### config.mk
export PLATFORM = sky130hd
export DESIGN_NAME = cascade_down_counter
export DESIGN_NICKNAME = d
export VERILOG_FILES = /design/src/rtl/cascade_down_counter.sv
export SDC_FILE = /design/constraint.sdc
export NUM_CORES = 1
export LEC_CHECK = 0
export CAP_MARGIN = 25
export CORE_MARGIN = 4
export CORE_UTILIZATION = 42
export DETAILED_ROUTE_END_ITERATION = 10
export PLACE_DENSITY = 0.89
export REMOVE_ABC_BUFFERS = 1
export SKIP_CTS_REPAIR_TIMING = 1
export SYNTH_ARGS = -nofsm -noshare
export SYNTH_HDL_FRONTEND = slang
export SYNTH_SLANG_ARGS = --single-unit
### constraint.sdc
create_clock -name clk_in -period 1.9 [get_ports clk_in]
set_input_delay 0.19 -clock clk_in [delete_from_list [all_inputs] [get_ports clk_in]]
set_output_delay 0.19 -clock clk_in [all_outputs]
set_load 0.005 [all_outputs]
### src/rtl/cascade_down_counter.sv
// Two-stage cascadable down counter / countdown timer. Low stage borrows from the
// high stage on wrap; a one-cycle done pulse marks the exhausted count.
module cascade_down_counter #(
    parameter int W    = 4,
    parameter int MOD0 = 16,
    parameter int MOD1 = 16
) (
    input  logic         clk_in,
    input  logic         rst_n,
    input  logic         start,
    input  logic         abort,
    input  logic         tick,
    input  logic [W-1:0] load_q0,
    input  logic [W-1:0] load_q1,
    output logic [W-1:0] q0,
    output logic [W-1:0] q1,
    output logic         b0,
    output logic         b1,
    output logic         busy,
    output logic         done,
    output logic [1:0]   state_dbg
);

    typedef enum logic [1:0] {
        IDLE = 2'd0,
        RUN  = 2'd1,
        DONE = 2'd2
    } state_t;

    localparam logic [W-1:0] MAX0 = W'(MOD0 - 1);
    localparam logic [W-1:0] MAX1 = W'(MOD1 - 1);

    state_t       state_q, state_d;
    logic [W-1:0] q0_q, q0_d;
    logic [W-1:0] q1_q, q1_d;
    logic [W-1:0] load0_clamped, load1_clamped;

    always_ff @(posedge clk_in or negedge rst_n) begin
        if (!rst_n) begin
            state_q <= IDLE;
            q0_q    <= '0;
            q1_q    <= '0;
        end else begin
            state_q <= state_d;
            q0_q    <= q0_d;
            q1_q    <= q1_d;
        end
    end

    assign load0_clamped = (load_q0 > MAX0) ? MAX0 : load_q0;
    assign load1_clamped = (load_q1 > MAX1) ? MAX1 : load_q1;

    // Priority abort > start > tick; a start always swallows the same-cycle tick.
    always_comb begin
        state_d = state_q;
        q0_d    = q0_q;
        q1_d    = q1_q;
        if (abort) begin
            state_d = IDLE;
        end else if (start) begin
            state_d = RUN;
            q0_d    = load0_clamped;
            q1_d    = load1_clamped;
        end else begin
            case (state_q)
                RUN: begin
                    if (tick) begin
                        if (q0_q != '0) begin
                            q0_d = q0_q - 1'b1;
                        end else if (q1_q != '0) begin
                            q0_d = MAX0;
                            q1_d = q1_q - 1'b1;
                        end else begin
                            state_d = DONE;
                        end
                    end
                end
                DONE:    state_d = IDLE;
                default: state_d = IDLE;
            endcase
        end
    end

    // Borrows are combinational so b1 can drive the tick of a further stage.
    assign b0        = (state_q == RUN) && tick && (q0_q == '0);
    assign b1        = b0 && (q1_q == '0);
    assign q0        = q0_q;
    assign q1        = q1_q;
    assign busy      = (state_q == RUN);
    assign done      = (state_q == DONE);
    assign state_dbg = state_q;

endmodule
-- Word level (Yosys, flattened, before mapping)
Cells that the tools add are included.
- bits in registers: 10
- logic and storage cells: 46
- bits of input ports: 13
- add/sub/neg operators: 2
- bitwise logic cells: 1
- equality and inequality tests: 6
- mux-type cells: 18
- reductions and logical operators: 14
- magnitude comparators: 2
- operators by type and width (cell ; number):
    $mux 4 ; 12
    $mux 2 ; 6
    $ne 4x4->1 const B ; 3
    $gt 4x4->1 const B ; 2
    $logic_not 4->1 ; 2
    $reduce_bool 4->1 ; 2
    $sub 4x1->4 const B ; 2
    $reduce_bool 2->1 ; 3
    $reduce_and 5->1 ; 1
    $reduce_and 4->1 ; 1
    $logic_and 1x1->1 ; 3
    $reduce_and 3->1 ; 1
    $reduce_bool 3->1 ; 1
    $eq 2x1->1 const B ; 1
    $eq 2x2->1 const B ; 1
    $ne 2x2->1 const B ; 1
    $not 1->1 ; 1

-- Longest topological paths before layout
- word-level depth: 7
- gate-level depth with buffers: 7
- gate-level depth less buffers: 6

-- Worst setup path after synthesis
Ideal clock, no wire load.
- path kind: register to register
- start point: reg q1_q[0] (netlist: q1[0])
- end point: reg q0_q[1] (netlist: q0[1])
- data required time: 1821 ps
- arrival: 1594 ps
- setup time: 79 ps
- period minus slack after synthesis: 1673 ps
- cell stages (with the launch flop): 8
- path buffers: 1
- path slack: 227 ps
- cells stage by stage: dfrtp_1 > inv_1 > ha_1 > or3b_1 > buf_2 > nor3_4 > nand2b_4 > mux2i_1
- longest elaborated chain between the ends: 3
- ends and longest elaborated chain (item ; line ; source):
    from (decl) ; 35 ; logic [W-1:0] q1_q, q1_d;
    from (signal assigned) ; 46 ; q1_q <= q1_d;
    $reduce_bool 4->1 ; 70 ; end else if (q1_q != '0) begin
    $reduce_bool 3->1 (no source line) ; n/a ;
    $reduce_and 4->1 (no source line) ; n/a ;
    to (signal assigned) ; 45 ; q0_q <= q0_d;
    to (decl) ; 34 ; logic [W-1:0] q0_q, q0_d;
Every way passes these cells.
A chain may end at the register's enable or synchronous reset.

-- Final worst setup path
Same ends and word-level chain as after synthesis.

==> impl_metrics.yaml <==
outcome:
  run_status: "complete, no violations"
timing:
  achievable_freq_ghz: 0.549
  maxSlewHeadroom: 0.676
  min_period_ps: 1820
  timing.final.hold_violations: 0
  tightest_slew_ps: 484
  fraction_of_the_cycle_the_final_worst_path_needs: 0.958
  worst_hold_slack_ps: 257
  max_slew_violation_count: 0
  worst_case_clock_skew_ps: 4.54
  finalSetupViolations: 0
  grt_setup_unrepaired: "no"
global_route:
  antenna_found_initial: 0
  grt_max_degree: 14
  global_route_wire_length_before_repair_mm: 2.90
  track_usage: 0.176
  overflow: 0
  number_of_global_route_vias_before_repair: 654
detailed_routing:
  route.final.wire_length_mm: 1.91
  drc_errors: 0
  dr_total_vias: 752
  ant_nets: 0
  detail_route.vias_per_cell: 5.97
  drtPass1Iterations: 4
  drt_iter0_markers: 17
  route.detailed.wl_per_inst_um: 15.1
placement:
  hpwlAfterDp_mm: 1.43
  io_buffers: 26
  placed_area_um2: 987
  gp_routability_congestion: 0.852
cells_and_area:
  finish.instance_area_um2: 1060
  area.growth.synth_to_final_pct: 55.6
  num_antenna_cells: 0
  fillerInstances: 127
  final_layout_net_count: 127
  post_route_cells_drive_above_1_share: 0.191
clock_tree:
  tritoncts: "built"
  clock_sinks: 10
  cts_inserted_buffers: 3
  clockBufferDepth: 2
  clock_insertion_delay_worst_skew_ps: 260
  cts_root_buf: "clkbuf_4"
  clock_slew_at_reported_path_ffs_ps: 70
  h_tree_level_count: 1
worst_setup_path:
  r2r.worst_path.cells: 7
  required_time_at_the_worst_slack_endpoint_ps: 2070
  worst-setup-path-type: "reg -> reg"
  critPathArrivalTime_ps: 1990
  crit_path_start_kind: "flip-flop"
  crit_fanout: 6
  r2r_end: "q0[1]"
  r2r-start: "q1[0]"
  endpoint_kind: "flip-flop"
  regToRegSetupSlack_ps: 80
logic_synthesis:
  syn_area_um2: 682
  synth.area.top_cells: "dfrtp_1 37%, a21oi_1 7.3%, a41o_1 4.4%"
  synth.cells.most_frequent: "10 x a21oi_1, 10 x dfrtp_1, 7 x inv_1"
  synth.yosys.warnings: 0
  ys_ff_latch: 10
  netlist.area_leader.share: 0.367
  synth_sequential_area_ratio: 0.367
  syn_avg_cell_area_um2: 8.86
  netlist_instances: 77
  post_synth_edffs: 0
  synth_flop_cell: "dfrtp_1"
  async_sr_flop_fraction: 1.00
  synth_cell_type_count: 29
  post_synthesis_cell_type_with_the_largest_combined_area: "dfrtp_1"
floorplanning:
  initial_util: 0.447
  die_w_um: 48.3
  die_height_um: 48.3
  floorplan.die_area_um2: 2330
  num_io_pins: 27
  placement_rows: 14
  design.core.area_um2: 1520
power:
  powerDensity_nw_per_um2: 870
  irDropWorstVdd_mv: 0.625
  cellLeakagePower_uw: 0.000479
run:
  timing.max_cap.violations: 0
hold_path:
  timing.hold.worst.class: "in -> async"
-- layout make-up --
cell class	count	area, um^2	area share
inverter	7	26.3	0.0248
sequential	10	250	0.236
multi-input combinational	57	424	0.400
timing repair buffer	33	318	0.300
clock buffer	3	22.5	0.0212
tap	16	20.0	0.0189
-- report_power, final --
part           leakage (uW)  internal, uW  total, uW  switching (uW)
sequential         0.000123           256        315            58.9
combinational      0.000342           270        467             197
clock             0.0000138          73.0        142            69.2
-- worst max-delay path, stage by stage, from the launching register on --
cell and delay [ps]:
dfrtp_1 380, inv_1 110, ha_4 160, or3b_4 380, buf_4 170, nor3_4 140
nand2b_4 180, mux2i_1 210
-- per-stage QoR --
stage          instances  total power, uW  setup WS [ps]   util  setup TNS (ps)
2_1_floorplan         74              507            223      -               0
3_3_place_gp         122              705           90.0  0.648               0
3_5_place_dp         122              723           37.2  0.648               0
4_1_cts              125              868           -261  0.663            -485
5_1_grt              126              994           1.62  0.696               0
6_report             126              924           79.3  0.696               0
-- cell usage in the layout (no fill, tap or decap), types with 3 or more instances in the layout --
cell              n
clkdlybuf4s50_1  24
inv_1             5
nor3_1            3
buf_4             7
o22ai_1           4
dfrtp_1          10
nor2_1            5
clkbuf_4          3
a31oi_1           3
a41o_1            3
o21ai_0           4
a21oi_1          10
nor2b_1           3
-- worst max path at each step --
| stage | start | to | slack [ps] | depth (start not counted) |
|---|---|---|---|---|
| floorplan | q1[0] | q0[1] | 220 | 6 |
| global placement | q1[0] | b1 | 90 | 5 |
| detailed placement | q0[1] | b1 | 40 | 6 |
| CTS | q0[1] | b1 | -260 | 6 |
| global route | q1[0] | q0[1] | 2 | 7 |
| finish | q1[0] | q0[1] | 80 | 7 |
-- sequential cells by signal (all words and copies together), names as in the netlist --
| name | flops |
|---|---|
| q0 | 4 |
| q1 | 4 |
| state_dbg | 2 |
-- per-layer routing --
layer,up-vias,part of all wire,track usage,routed length (um)
met2,30,0.48,0.281,920
met5,-,0,0,0
met3,5,0.071,0.0221,135
met1,362,0.44,0.240,831
met4,0,0.010,0.0699,20
li1,355,-,-,-
-- logic make-up (layout without fill, tap and decap cells) --
logic type / Yosys count / count (layout) / share of synthesized area
compound gates: 30 / 30 / 0.284
fa+ha+maj: 2 / 2 / 0.0367
flops: 10 / 10 / 0.367
simple gates: 24 / 24 / 0.229
mux: 1 / 1 / 0.0147
buf+inv: 10 / 43 / 0.0679
Power figures use the tool's default switching activity.
==> variant (same settings) <==
Register the inputs `start`, `abort`, `tick`, `load_q0` and `load_q1` before use, without a reset. The logic sees them one clock later. Comments in the files are not updated.
--- a/src/rtl/cascade_down_counter.sv
+++ b/src/rtl/cascade_down_counter.sv
@@ -32,2 +32,16 @@
 
+    logic start_q;
+    logic abort_q;
+    logic tick_q;
+    logic [W-1:0] load_q0_q;
+    logic [W-1:0] load_q1_q;
+
+    always_ff @(posedge clk_in) begin
+        start_q   <= start;
+        abort_q   <= abort;
+        tick_q    <= tick;
+        load_q0_q <= load_q0;
+        load_q1_q <= load_q1;
+    end
+
     state_t       state_q, state_d;
@@ -49,4 +63,4 @@
 
-    assign load0_clamped = (load_q0 > MAX0) ? MAX0 : load_q0;
-    assign load1_clamped = (load_q1 > MAX1) ? MAX1 : load_q1;
+    assign load0_clamped = (load_q0_q > MAX0) ? MAX0 : load_q0_q;
+    assign load1_clamped = (load_q1_q > MAX1) ? MAX1 : load_q1_q;
 
@@ -57,5 +71,5 @@
         q1_d    = q1_q;
-        if (abort) begin
+        if (abort_q) begin
             state_d = IDLE;
-        end else if (start) begin
+        end else if (start_q) begin
             state_d = RUN;
@@ -66,3 +80,3 @@
                 RUN: begin
-                    if (tick) begin
+                    if (tick_q) begin
                         if (q0_q != '0) begin
@@ -84,3 +98,3 @@
     // Borrows are combinational so b1 can drive the tick of a further stage.
-    assign b0        = (state_q == RUN) && tick && (q0_q == '0);
+    assign b0        = (state_q == RUN) && tick_q && (q0_q == '0);
     assign b1        = b0 && (q1_q == '0);
Behaviour: not the same (a bounded check fails within 4 cycles, from zero or initial values and one cycle with rst_n low).
==> variant against the unedited design <==
Final cell count grew 27%; largest power group is now registers; clock skew shrank 3.1 ps; synthesized cell count grew 23%; combinational power shrank 33%; count of clock-buffer cells in the layout is the same; design area grew 25%; total power grew 15%; via count grew 17%; area after synthesis grew 35%; routed wire length grew 16%; first-iteration DRC count shrank 5.9%; highest routed layer unchanged; setup slack lost 8.8 ps; sequential cell count grew 11; worst hold slack lost 61 ps.
==> variant: results (changes against the unedited design) <==
metric	value	unit	change
grt_start_max_net_pins	15		was 14
drt_iter0_markers	16		was 17
status	completed		unchanged
fin_worst_skew	1.436	ps	was 4.540 ps
async_flop_share	47.62	%	was 100.0%
synth_common_cells	11 x dfxtp_1, 11 x nor2_1, 10 x dfrtp_1		was 10 x a21oi_1, 10 x dfrtp_1, 7 x inv_1
hold_class	in -> async		unchanged
clk_path_buf_depth	2		unchanged
htreeDepth	1		unchanged
hpwlAfterDp	1.656	mm	was 1.429 mm
max-vdd-ir-drop	618.0	uV	was 625.2 uV
dpl_cell_area	1277	um^2	was 987.2 um^2
synth_cell_types	29		unchanged
synth_adder_area_share	2.721	%	was 3.670%
clk_pin_slew	110	ps	was 70 ps
ys.flop_type	dfxtp_1		was dfrtp_1
n_antenna_cell	0		unchanged
leakage	0.0005881	uW	was 0.0004786 uW
clk-insertion-delay-late	310	ps	was 260 ps
synth_xor_area_share	0	%	unchanged
synth_area_leaders	dfrtp_1 27%, dfxtp_1 24%, a22oi_1 4.9%, nor2_1 4.5%, mux2i_1 3.3%		was dfrtp_1 37%, a21oi_1 7.3%, a41o_1 4.4%, inv_1 3.9%, ha_1 3.7%
fillers	166		was 127
numCtsBuffers	3		unchanged
yosysWarningCount	0		unchanged
via_count	881		was 752
grt_pass1_vias	830		was 654
grt_use_total	16.40	%	was 17.65%
synth-compound-area-share	14.56	%	was 28.44%
grt_first_pass_wirelength	3.450	mm	was 2.898 mm
slowest_delay	400	ps	was 380 ps
portBuffers	26		unchanged
slowest_stage	dfrtp_1		unchanged
antenna_found_initial	0		unchanged
firstDrtPassIters	6		was 4
place_congestion	0.8706		was 0.8516
crit_arrival	1640	ps	was 1990 ps
final_layout_size_suffix_gt1_share	20.30	%	was 19.09%
worst_pin_slew	488.6	ps	was 483.8 ps
cts_root_buf	clkbuf_4		unchanged
wl_per_cell	13.86	um	was 15.14 um
seq_area_frac_synth	51.16	%	was 36.70%
muxShareOfSynthArea	3.265	%	was 1.468%
crit_path_max_fanout	3		was 6
nets	149		was 127
## variant: cell count changes after synthesis, moves of 3 or more
cell     before  now
o22ai_1       4    0
nand3_1       3    6
a31oi_1       3    0
nand2_1       2    8
nor2_1        5   11
o21ai_0       4    1
a22oi_1       1    6
dfxtp_1       0   11
a41o_1        3    0
a21oi_1      10    3
## variant: report_power, final
group          internal, uW  switching [uW]  total [uW]
registers               486            49.5         535
logic                   189             125         314
clock network          78.7             135         214
total                   753             310        1060
## variant: metal layers
layer  vias to the layer above  wire length (um)  track usage (%)
met4                         0                49            5.809
li1                        406                 -                -
met5                         -                 0                0
met3                         9               168            5.177
met2                        43              1135            29.53
met1                       423               863            17.73
## variant: critical path: cells and delay by family, from the launching register on
kind,cells,cell delay [ps]
fa+ha+maj,1,190
buf+inv,2,220
flops,1,400
simple gates,2,520
## variant: cell families (layout without fill, tap and decap cells)
family	count (synthesis)	count (layout)
adder cells (fa/ha/maj)	2	2
multiplexers	3	3
AND/OR/NAND/NOR	41	41
AO/OA/AOI/OAI	18	18
flip-flops	21	21
buffers and inverters	10	48
## variant: worst paths after layout
kind                       cells after the start            to          from  slack (ps)
setup / recovery                               5            b0         q0[0]          70
hold / removal                                 1         q1[2]         rst_n         200
setup reg to reg                               7         q1[0]         q0[0]         110
hold reg to reg                                2         q0[0]  load_q0_q[0]         460
max in group asynchronous                      1         q0[0]         rst_n        1380
min in group clk_in                            1  load_q1_q[1]    load_q1[1]         310
## variant: metrics by stage
stage          setup WS, ps  instances  TNS (ps)  power [uW]
6_report              70.55        160         0        1063
5_1_grt              -29.43        160    -52.13        1130
4_1_cts              -329.2        159    -657.6        1052
3_5_place_dp          48.49        155         0       838.2
3_3_place_gp          80.71        155         0       823.5
2_1_floorplan         212.1         92         0       666.3
## variant: area by class of cell
cell class              count  area, um^2  share of cell area, %
flip-flops and latches     21       470.5                  35.47
clock inverters             1       5.005                 0.3774
repair buffers             37       340.3                  25.66
inverters                   7       26.28                  1.981
multi-input cells          64       427.9                  32.26
well taps                  27       33.78                  2.547
clock buffers               3       22.52                  1.698
